`src/rtl/regfile_param.sv`:
```
// Parameterized 2-write / 2-read register file with optional zero register,
// optional write-to-read forwarding and a sequential soft-clear engine.
module regfile_param #(
    parameter int unsigned DATA_W   = 32,
    parameter int unsigned ADDR_W   = 5,
    parameter int unsigned ZERO_REG = 1,
    parameter int unsigned BYPASS   = 1
) (
    input  logic              clk,
    input  logic              rst,
    input  logic              we0,
    input  logic              we1,
    input  logic [ADDR_W-1:0] waddr0,
    input  logic [ADDR_W-1:0] waddr1,
    input  logic [DATA_W-1:0] wdata0,
    input  logic [DATA_W-1:0] wdata1,
    input  logic [ADDR_W-1:0] raddr1,
    input  logic [ADDR_W-1:0] raddr2,
    output logic [DATA_W-1:0] rdata1,
    output logic [DATA_W-1:0] rdata2,
    input  logic              clr_req,
    output logic              clr_busy,
    output logic              clr_done
);

    localparam int unsigned DEPTH    = 1 << ADDR_W;
    localparam bit          ZERO_EN  = (ZERO_REG != 0);
    localparam bit          BYP_EN   = (BYPASS != 0);
    localparam logic [ADDR_W-1:0] LAST_IDX = ADDR_W'(DEPTH - 1);

    typedef enum logic {
        ST_IDLE  = 1'b0,
        ST_CLEAR = 1'b1
    } state_t;

    state_t            state;
    logic [ADDR_W-1:0] clr_idx;
    logic [DATA_W-1:0] mem [DEPTH];
    logic              fwd_ok;
    logic              wr0_ok;
    logic              wr1_ok;

    // Address 0 is read-only when it is the hardwired zero register.
    assign wr0_ok = we0 && (!ZERO_EN || (waddr0 != '0));
    assign wr1_ok = we1 && (!ZERO_EN || (waddr1 != '0));
    assign fwd_ok = BYP_EN && !clr_busy;

    // Storage, clear FSM and its status flags share one register process.
    always_ff @(posedge clk or negedge rst) begin
        if (!rst) begin
            state    <= ST_IDLE;
            clr_idx  <= '0;
            clr_busy <= 1'b0;
            clr_done <= 1'b0;
            for (int i = 0; i < DEPTH; i++) begin
                mem[i] <= '0;
            end
        end else begin
            clr_done <= 1'b0;
            if (state == ST_IDLE) begin
                // Port 1 assigned last so it wins an address collision.
                if (wr0_ok) begin
                    mem[waddr0] <= wdata0;
                end
                if (wr1_ok) begin
                    mem[waddr1] <= wdata1;
                end
                if (clr_req) begin
                    state    <= ST_CLEAR;
                    clr_idx  <= '0;
                    clr_busy <= 1'b1;
                end
            end else begin
                mem[clr_idx] <= '0;
                if (clr_idx == LAST_IDX) begin
                    state    <= ST_IDLE;
                    clr_busy <= 1'b0;
                    clr_done <= 1'b1;
                end else begin
                    clr_idx <= clr_idx + ADDR_W'(1);
                end
            end
        end
    end

    function automatic logic [DATA_W-1:0] read_port(
        input logic [ADDR_W-1:0] ra,
        input logic [DATA_W-1:0] stored,
        input logic              fwd,
        input logic              w0,
        input logic [ADDR_W-1:0] a0,
        input logic [DATA_W-1:0] d0,
        input logic              w1,
        input logic [ADDR_W-1:0] a1,
        input logic [DATA_W-1:0] d1
    );
        logic [DATA_W-1:0] r;
        r = stored;
        if (fwd) begin
            if (w1 && (a1 == ra)) begin
                r = d1;
            end else if (w0 && (a0 == ra)) begin
                r = d0;
            end
        end
        if (ZERO_EN && (ra == '0)) begin
            r = '0;
        end
        return r;
    endfunction

    // Combinational read ports with optional same-cycle forwarding.
    always_comb begin
        rdata1 = read_port(raddr1, mem[raddr1], fwd_ok,
                           we0, waddr0, wdata0, we1, waddr1, wdata1);
        rdata2 = read_port(raddr2, mem[raddr2], fwd_ok,
                           we0, waddr0, wdata0, we1, waddr1, wdata1);
    end

endmodule

```
`config.mk`:
```
export PLATFORM = sky130hd
export DESIGN_NAME = regfile_param
export DESIGN_NICKNAME = d
export VERILOG_FILES = /design/src/rtl/regfile_param.sv
export SDC_FILE = /design/constraint.sdc
export NUM_CORES = 2
export LEC_CHECK = 0
export CORE_MARGIN = 3
export CORE_UTILIZATION = 55
export DETAILED_ROUTE_END_ITERATION = 7
export PLACE_DENSITY = 0.72
export SLEW_MARGIN = 5
export SYNTH_ARGS = -nofsm -noshare
export SYNTH_HDL_FRONTEND = slang
export SYNTH_SLANG_ARGS = --single-unit
```
`constraint.sdc`:
```
create_clock -name clk -period 2.7 [get_ports clk]
set_clock_uncertainty 0.2 [all_clocks]
set_input_delay 0.27 -clock clk [delete_from_list [all_inputs] [get_ports clk]]
set_output_delay 0.27 -clock clk [all_outputs]
set_load 0.1 [all_outputs]
```
== Yosys cells after proc, flatten, opt, wreduce, memory -nomap -nowiden ==
Cells that the tools add are included.

* Add/subtract/negate cells: 1
* Magnitude comparators: 8
* Equality and inequality tests: 7
* Muxes and demuxes: 37
* Bitwise gates (word level): 7
* Reduce and logical (&&, ||, !) cells: 16

{| class="wikitable"
|+ Operators by type and width
! kind !! number
|-
| 2-to-1 mux 1024 bit || 4
|-
| bitwise mux 1024 bit || 2
|-
| AND 1024 bit || 1
|-
| NOT 1024 bit || 1
|-
| demux 32 bit (select 5 bit) || 3
|-
| 2-to-1 mux 32 bit || 15
|-
| binary-select mux 32 bit (select 5 bit) || 2
|-
| greater-or-equal comparator 6 bit, second input constant || 5
|-
| NOT 5 -> 6 bit || 5
|-
| == test 5 bit || 4
|-
| < comparator 6 x 1 -> 1 bit, second input constant || 3
|-
| 2-to-1 mux 5 bit || 3
|-
| logical NOT 5 bit || 2
|-
| nonzero test 5 bit || 2
|-
| logical AND 1 bit || 9
|-
| 2-to-1 mux 1 bit || 8
|-
| adder 5 x 1 -> 5 bit, second input constant || 1
|-
| == test 5 bit, second input constant || 1
|-
| AND reduction 2 bit || 2
|-
| inequality test 2 x 1 -> 1 bit, second input constant || 1
|-
| inequality test 2 bit, second input constant || 1
|-
| nonzero test 2 bit || 1
|}

* Register bits after elaboration: 1032
* Bits of input ports: 89
* Output and inout bits: 66
* Word-level logic and storage cells: 112

== Depth between registers and ports, before layout ==
* Depth after elaboration: 11
* Mapped depth: 9
* Depth with buffers taken out: 8

== Worst setup path after synthesis ==
OpenSTA, ideal clock, no wires.

* Kind: register -> output
* From: register clr_busy
* To: output rdata2[10]
* Arrival: 3168 ps
* Slack: -938 ps
* Cell stages (with the launch flop): 6
* Buffers on the path: 1
* Cell sequence: dfrtp_1 > nand3b_1 > o21bai_1 > o21bai_2 > clkbuf_1 > o22ai_1

* Longest elaborated chain between the ends: 2

{| class="wikitable"
|+ Ends and longest elaborated chain
! what !! RTL line !! text
|-
| start: declaration || 22 || <nowiki>output logic clr_busy,</nowiki>
|-
| start signal: assignment || 53 || <nowiki>clr_busy <= 1'b0;</nowiki>
|-
| start signal: assignment || 71 || <nowiki>clr_busy <= 1'b1;</nowiki>
|-
| start signal: assignment || 77 || <nowiki>clr_busy <= 1'b0;</nowiki>
|-
| 2-to-1 mux 32 bit || 99 || <nowiki>if (fwd) begin</nowiki>
|-
| 2-to-1 mux 32 bit || 106 || <nowiki>if (ZERO_EN && (ra == '0)) begin</nowiki>
|-
| end: declaration || 20 || <nowiki>output logic [DATA_W-1:0] rdata2,</nowiki>
|}

No other way between the ends.

== Worst setup path after layout ==
* From: register mem[934] in the netlist's numbering
* To: output rdata1[6]

* Longest elaborated chain between the ends: 7

{| class="wikitable"
|+ Ends and longest elaborated chain
! what !! RTL line !! text
|-
| start: declaration || 38 || <nowiki>logic [DATA_W-1:0] mem [DEPTH];</nowiki>
|-
| start signal: indexed assignment || 63 || <nowiki>mem[waddr0] <= wdata0;</nowiki>
|-
| start signal: indexed assignment || 66 || <nowiki>mem[waddr1] <= wdata1;</nowiki>
|-
| binary-select mux 32 bit (select 5 bit) (*) || 114 || <nowiki>rdata1 = read_port(raddr1, mem[raddr1], fwd_ok,</nowiki>
|-
| 2-to-1 mux 32 bit (implied by the code) (*) (2 in a row) || 114 ||
|-
| 2-to-1 mux 32 bit || 102 || <nowiki>end else if (w0 && (a0 == ra)) begin</nowiki>
|-
| 2-to-1 mux 32 bit || 100 || <nowiki>if (w1 && (a1 == ra)) begin</nowiki>
|-
| 2-to-1 mux 32 bit (*) || 99 ||
|-
| 2-to-1 mux 32 bit (*) || 106 ||
|-
| end: declaration || 19 || <nowiki>output logic [DATA_W-1:0] rdata1,</nowiki>
|}

Mark *: on every way between the ends. The rest lies on a longest branch, timed or not. The select of a mux whose other input is x is not followed.

==> summary.txt <==
====================================================================================
Power share of the clock group                                                 0.225
Portion of total power attributed to combinational logic                       0.442
Starting utilization of the core area                                          0.558
Required time at the endpoint of the critical path                           2230 ps
Number of enable-type register cells in the synthesized netlist                    0
Total power of the final layout                                              76.8 mW
Floorplan die width                                                           375 um
Ratio of final minimum period to clock period                                   1.18
Std-Cell Rows                                                                    134
Critical register-to-register path endpoint                                  mem[88]
Min setup slack post-route                                                   -496 ps
Capturing element type of the critical path                               output pin
Average routed wire per standard cell                                        38.8 um
Pin slew with the least headroom to its limit                                1310 ps
GP Congestion                                                                   1.05
Worst slew slack as a fraction of its limit                                    0.125
Net count of the mapped netlist                                                 7547
Synth Area per Inst                                                         10.0 um2
Clk Latency, worst-skew pair                                                  770 ps
Startpoint of the worst register-to-register path                         clr_idx[1]
First-pass GRT wire length                                                    530 mm
Cell count after synthesis                                                      7453
Distinct cell type count after synthesis                                          61
Share of flip-flops with an asynchronous set or reset after synthesis           1.00
All-layer global routing usage                                                 0.522
Worst hold path type                                                        in2async
Count of boundary I/O pins                                                       155
Core Box Area                                                              0.134 mm2
Violations in the final reports                                         DRC, setup timing
Max-slew violation count                                                           0
Maximum resistive drop on vdd                                               0.667 mV
Post-synthesis sequential area ratio                                           0.345
Number of DRC markers after the initial detailed-route iteration               13400
Clk buf depth                                                                      3
Start-to-end type of the worst setup path                                    reg2out
Overall overflow remaining after global route                                      0
Leakage power of the design                                                  41.6 nW
Number of antenna violations at the first check in global routing                 14
# port buffers                                                                   154
Pin count of the biggest net entering global routing                             135
CP arrival                                                                   2730 ps
Switching fraction of total power                                              0.397
DRC viols                                                                          1
Clock root cell                                                         sky130_fd_sc_hd__clkbuf_16
TritonCTS clock tree                                                             yes
Pwr per Cell Area                                                         811 mW/mm2
Worst Reg-to-Reg Cells                                                             5
Die span in y                                                                 375 um
Clock Sink Count                                                                1032
Number of hold-slack violations in the final timing report                         0
Post-route minimum period                                                    3200 ps
Final nets                                                                      7925
Max H-tree Level                                                                   3
Post-synthesis instance area                                              0.0749 mm2
Via count normalized by instance count                                          7.84
Core Util, Final                                                               0.706
Final ANT Viol Nets                                                                0
Via count of the first global-routing pass                                     73000
CP Launch Type                                                             flip-flop
R2r setup slk                                                                  60 ps
Sequential fraction of design power                                            0.334
Area added between synthesis and finish                                        26.6%
Total internal power                                                         46.4 mW
Aggregate routed wire length                                                  376 mm
Half-perimeter wire length after detailed placement                           248 mm
Yosys reg bits                                                                  1032
Unrepaired setup endpoints after global routing                                 true
Maximum clock rate                                                           313 MHz
Final Setup Violations                                                            64
Max-capacitance violation count                                                    0
CTS clock-pin slew for the worst setup and hold paths                          60 ps
Synth Flop Type                                                         sky130_fd_sc_hd__dfrtp_1
Yosys warning total                                                                0
Result of the run                                                       finished, violations left
Maximum fanout along the worst path                                                3
Die Area                                                                   0.141 mm2
Pre-antenna DRT Iters                                                              8
Cts bufs inserted                                                                119
Net load switching power                                                     30.5 mW
Share of final-layout standard cells stronger than drive strength 1            0.291
Via count of the routed design                                                 76000
====================================================================================
per-layer routing:
layer | part of all wire | vias to the layer above | track usage | routed length (um)
met3 | 0.18 | 2240 | 0.262 | 68100
met2 | 0.39 | 7589 | 0.687 | 145000
met5 | 0.00076 | - | 0.0120 | 285
li1 | - | 29200 | - | -
met1 | 0.33 | 37000 | 0.648 | 126000
met4 | 0.098 | 12 | 0.392 | 36800
layout make-up:
type,instances,area [um2]
Antenna cell,11,27.5
Clock buffer,178,3500
Clock inverter,34,512
Fill cell,9462,39500
Inverter,38,150
Multi-Input combinational cell,5403,47800
Sequential cell,1032,25800
Tap cell,1768,2210
Timing Repair Buffer,1237,14800
worst max-delay path: stages, from the launching register on:
cell and delay [ps]:
sky130_fd_sc_hd__dfrtp_1 410, sky130_fd_sc_hd__mux4_2 500, sky130_fd_sc_hd__mux2i_2 230, sky130_fd_sc_hd__buf_4 190
sky130_fd_sc_hd__a211oi_2 70, sky130_fd_sc_hd__o21ai_1 100, sky130_fd_sc_hd__buf_4 170, sky130_fd_sc_hd__o22ai_4 80
sky130_fd_sc_hd__buf_12 180
state kept, by name, indices dropped and copies added (netlist names):
register  cells
mem        1024
state         1
clr_done      1
clr_idx       5
clr_busy      1
power by group through the flow:
stage | clock network (mW) | logic (mW) | registers [mW]
final | 17.3 | 33.9 | 25.6
after global routing | 17.7 | 35.0 | 26.2
after CTS | 17.2 | 31.9 | 25.3
after detailed placement | 0 | 29.8 | 25.7
after global placement | 0 | 29.1 | 25.2
after floorplan | 0 | 19.6 | 23.8
cell families (layout without fill, tap and decap cells):
family	Yosys count	after routing	share of synthesized area
adder cells (fa/ha/maj)	5	5	0.000836
AND/OR/NAND/NOR	1446	1446	0.0811
XOR/XNOR	21	21	0.00246
other	0	11	0
multiplexers	1505	1505	0.288
AO/OA/AOI/OAI	2426	2426	0.223
flip-flops	1032	1032	0.345
buffers and inverters	1018	1487	0.0595
repair_timing:
item | in CTS | in global routing
hold buffers | 5 | 0
endpoints found under the hold margin | 1040 | 0
endpoints found under the setup margin | 69 | 64
gates cloned | 4 | 1
gates resized for setup | 355 | 93
setup buffers | 133 | 76
pin swaps | 71 | 70
through the flow:
| stage | instance area (um2) | hold WS (ps) | TNS [ps] | instances | setup slack (ps) |
|---|---|---|---|---|---|
| final | 94800 | 33.3 | -21950 | 9701 | -496 |
| after global routing | 94800 | 46.7 | -22650 | 9691 | -539 |
| after CTS | 93700 | 28.4 | -20930 | 9617 | -459 |
| after detailed placement | 87100 | 2.50 | -167670 | 9279 | -810 |
| after global placement | 87100 | 3.62 | -173210 | 9279 | -827 |
| after floorplan | 75400 | -226 | -6230 | 7453 | -160 |
layout by cell type (no fill, tap or decap), types with 60 or more instances in the layout:
cell / synthesis / routed
sky130_fd_sc_hd__nor2_1: 861 / 859
sky130_fd_sc_hd__mux4_2: 512 / 512
sky130_fd_sc_hd__buf_4: 88 / 719
sky130_fd_sc_hd__o21ai_0: 213 / 150
sky130_fd_sc_hd__nand2_1: 340 / 313
sky130_fd_sc_hd__mux2i_1: 928 / 882
sky130_fd_sc_hd__clkbuf_16: 0 / 121
sky130_fd_sc_hd__a22o_1: 825 / 825
sky130_fd_sc_hd__a221oi_1: 103 / 103
sky130_fd_sc_hd__buf_12: 0 / 403
sky130_fd_sc_hd__o31ai_1: 123 / 123
sky130_fd_sc_hd__and2_1: 69 / 61
sky130_fd_sc_hd__o22ai_1: 192 / 95
sky130_fd_sc_hd__clkdlybuf4s50_1: 0 / 67
sky130_fd_sc_hd__nor3_1: 82 / 77
sky130_fd_sc_hd__dfrtp_1: 1032 / 1020
sky130_fd_sc_hd__o22ai_4: 0 / 60
sky130_fd_sc_hd__a21oi_1: 766 / 756
synthesized netlist by cell type, types with 10 or more instances:
library cell	instances	share of area
sky130_fd_sc_hd__buf_6	13	0.0020
sky130_fd_sc_hd__a32o_1	22	0.0029
sky130_fd_sc_hd__nand2_1	340	0.017
sky130_fd_sc_hd__a22o_1	825	0.097
sky130_fd_sc_hd__o21ai_0	213	0.014
sky130_fd_sc_hd__o2bb2ai_1	26	0.0030
sky130_fd_sc_hd__o211a_1	10	0.0013
sky130_fd_sc_hd__mux2i_1	928	0.12
sky130_fd_sc_hd__o31ai_1	123	0.012
sky130_fd_sc_hd__nor3_1	82	0.0055
sky130_fd_sc_hd__a31oi_1	49	0.0041
sky130_fd_sc_hd__a211oi_1	64	0.0064
sky130_fd_sc_hd__mux2_2	65	0.0098
sky130_fd_sc_hd__and2_1	69	0.0058
sky130_fd_sc_hd__nor2_1	861	0.043
sky130_fd_sc_hd__mux4_2	512	0.15
sky130_fd_sc_hd__o22ai_1	192	0.016
sky130_fd_sc_hd__nor2_2	11	0.00092
sky130_fd_sc_hd__buf_1	49	0.0025
sky130_fd_sc_hd__nand3_1	16	0.0011
sky130_fd_sc_hd__dfrtp_1	1032	0.34
sky130_fd_sc_hd__buf_2	160	0.011
sky130_fd_sc_hd__clkbuf_1	668	0.033
sky130_fd_sc_hd__buf_4	88	0.0088
sky130_fd_sc_hd__xnor2_1	13	0.0015
sky130_fd_sc_hd__o21ai_1	10	0.00067
sky130_fd_sc_hd__a221oi_1	103	0.012
sky130_fd_sc_hd__inv_1	37	0.0019
sky130_fd_sc_hd__a21oi_1	766	0.051
sky130_fd_sc_hd__o211ai_1	14	0.0014
how the worst max path moves through the flow:
stage / start / endpoint / slack [ps] / depth (start not counted)
finish: mem[934] / rdata1[6] / -500 / 8
CTS: mem[905] / rdata2[9] / -460 / 8
floorplan: clr_busy / rdata2[11] / -160 / 5
global placement: waddr1[0] / rdata2[17] / -830 / 9
detailed placement: waddr1[3] / rdata2[17] / -810 / 10
global route: mem[934] / rdata1[6] / -540 / 8
Note: power is estimated with default switching activity, not from simulation.
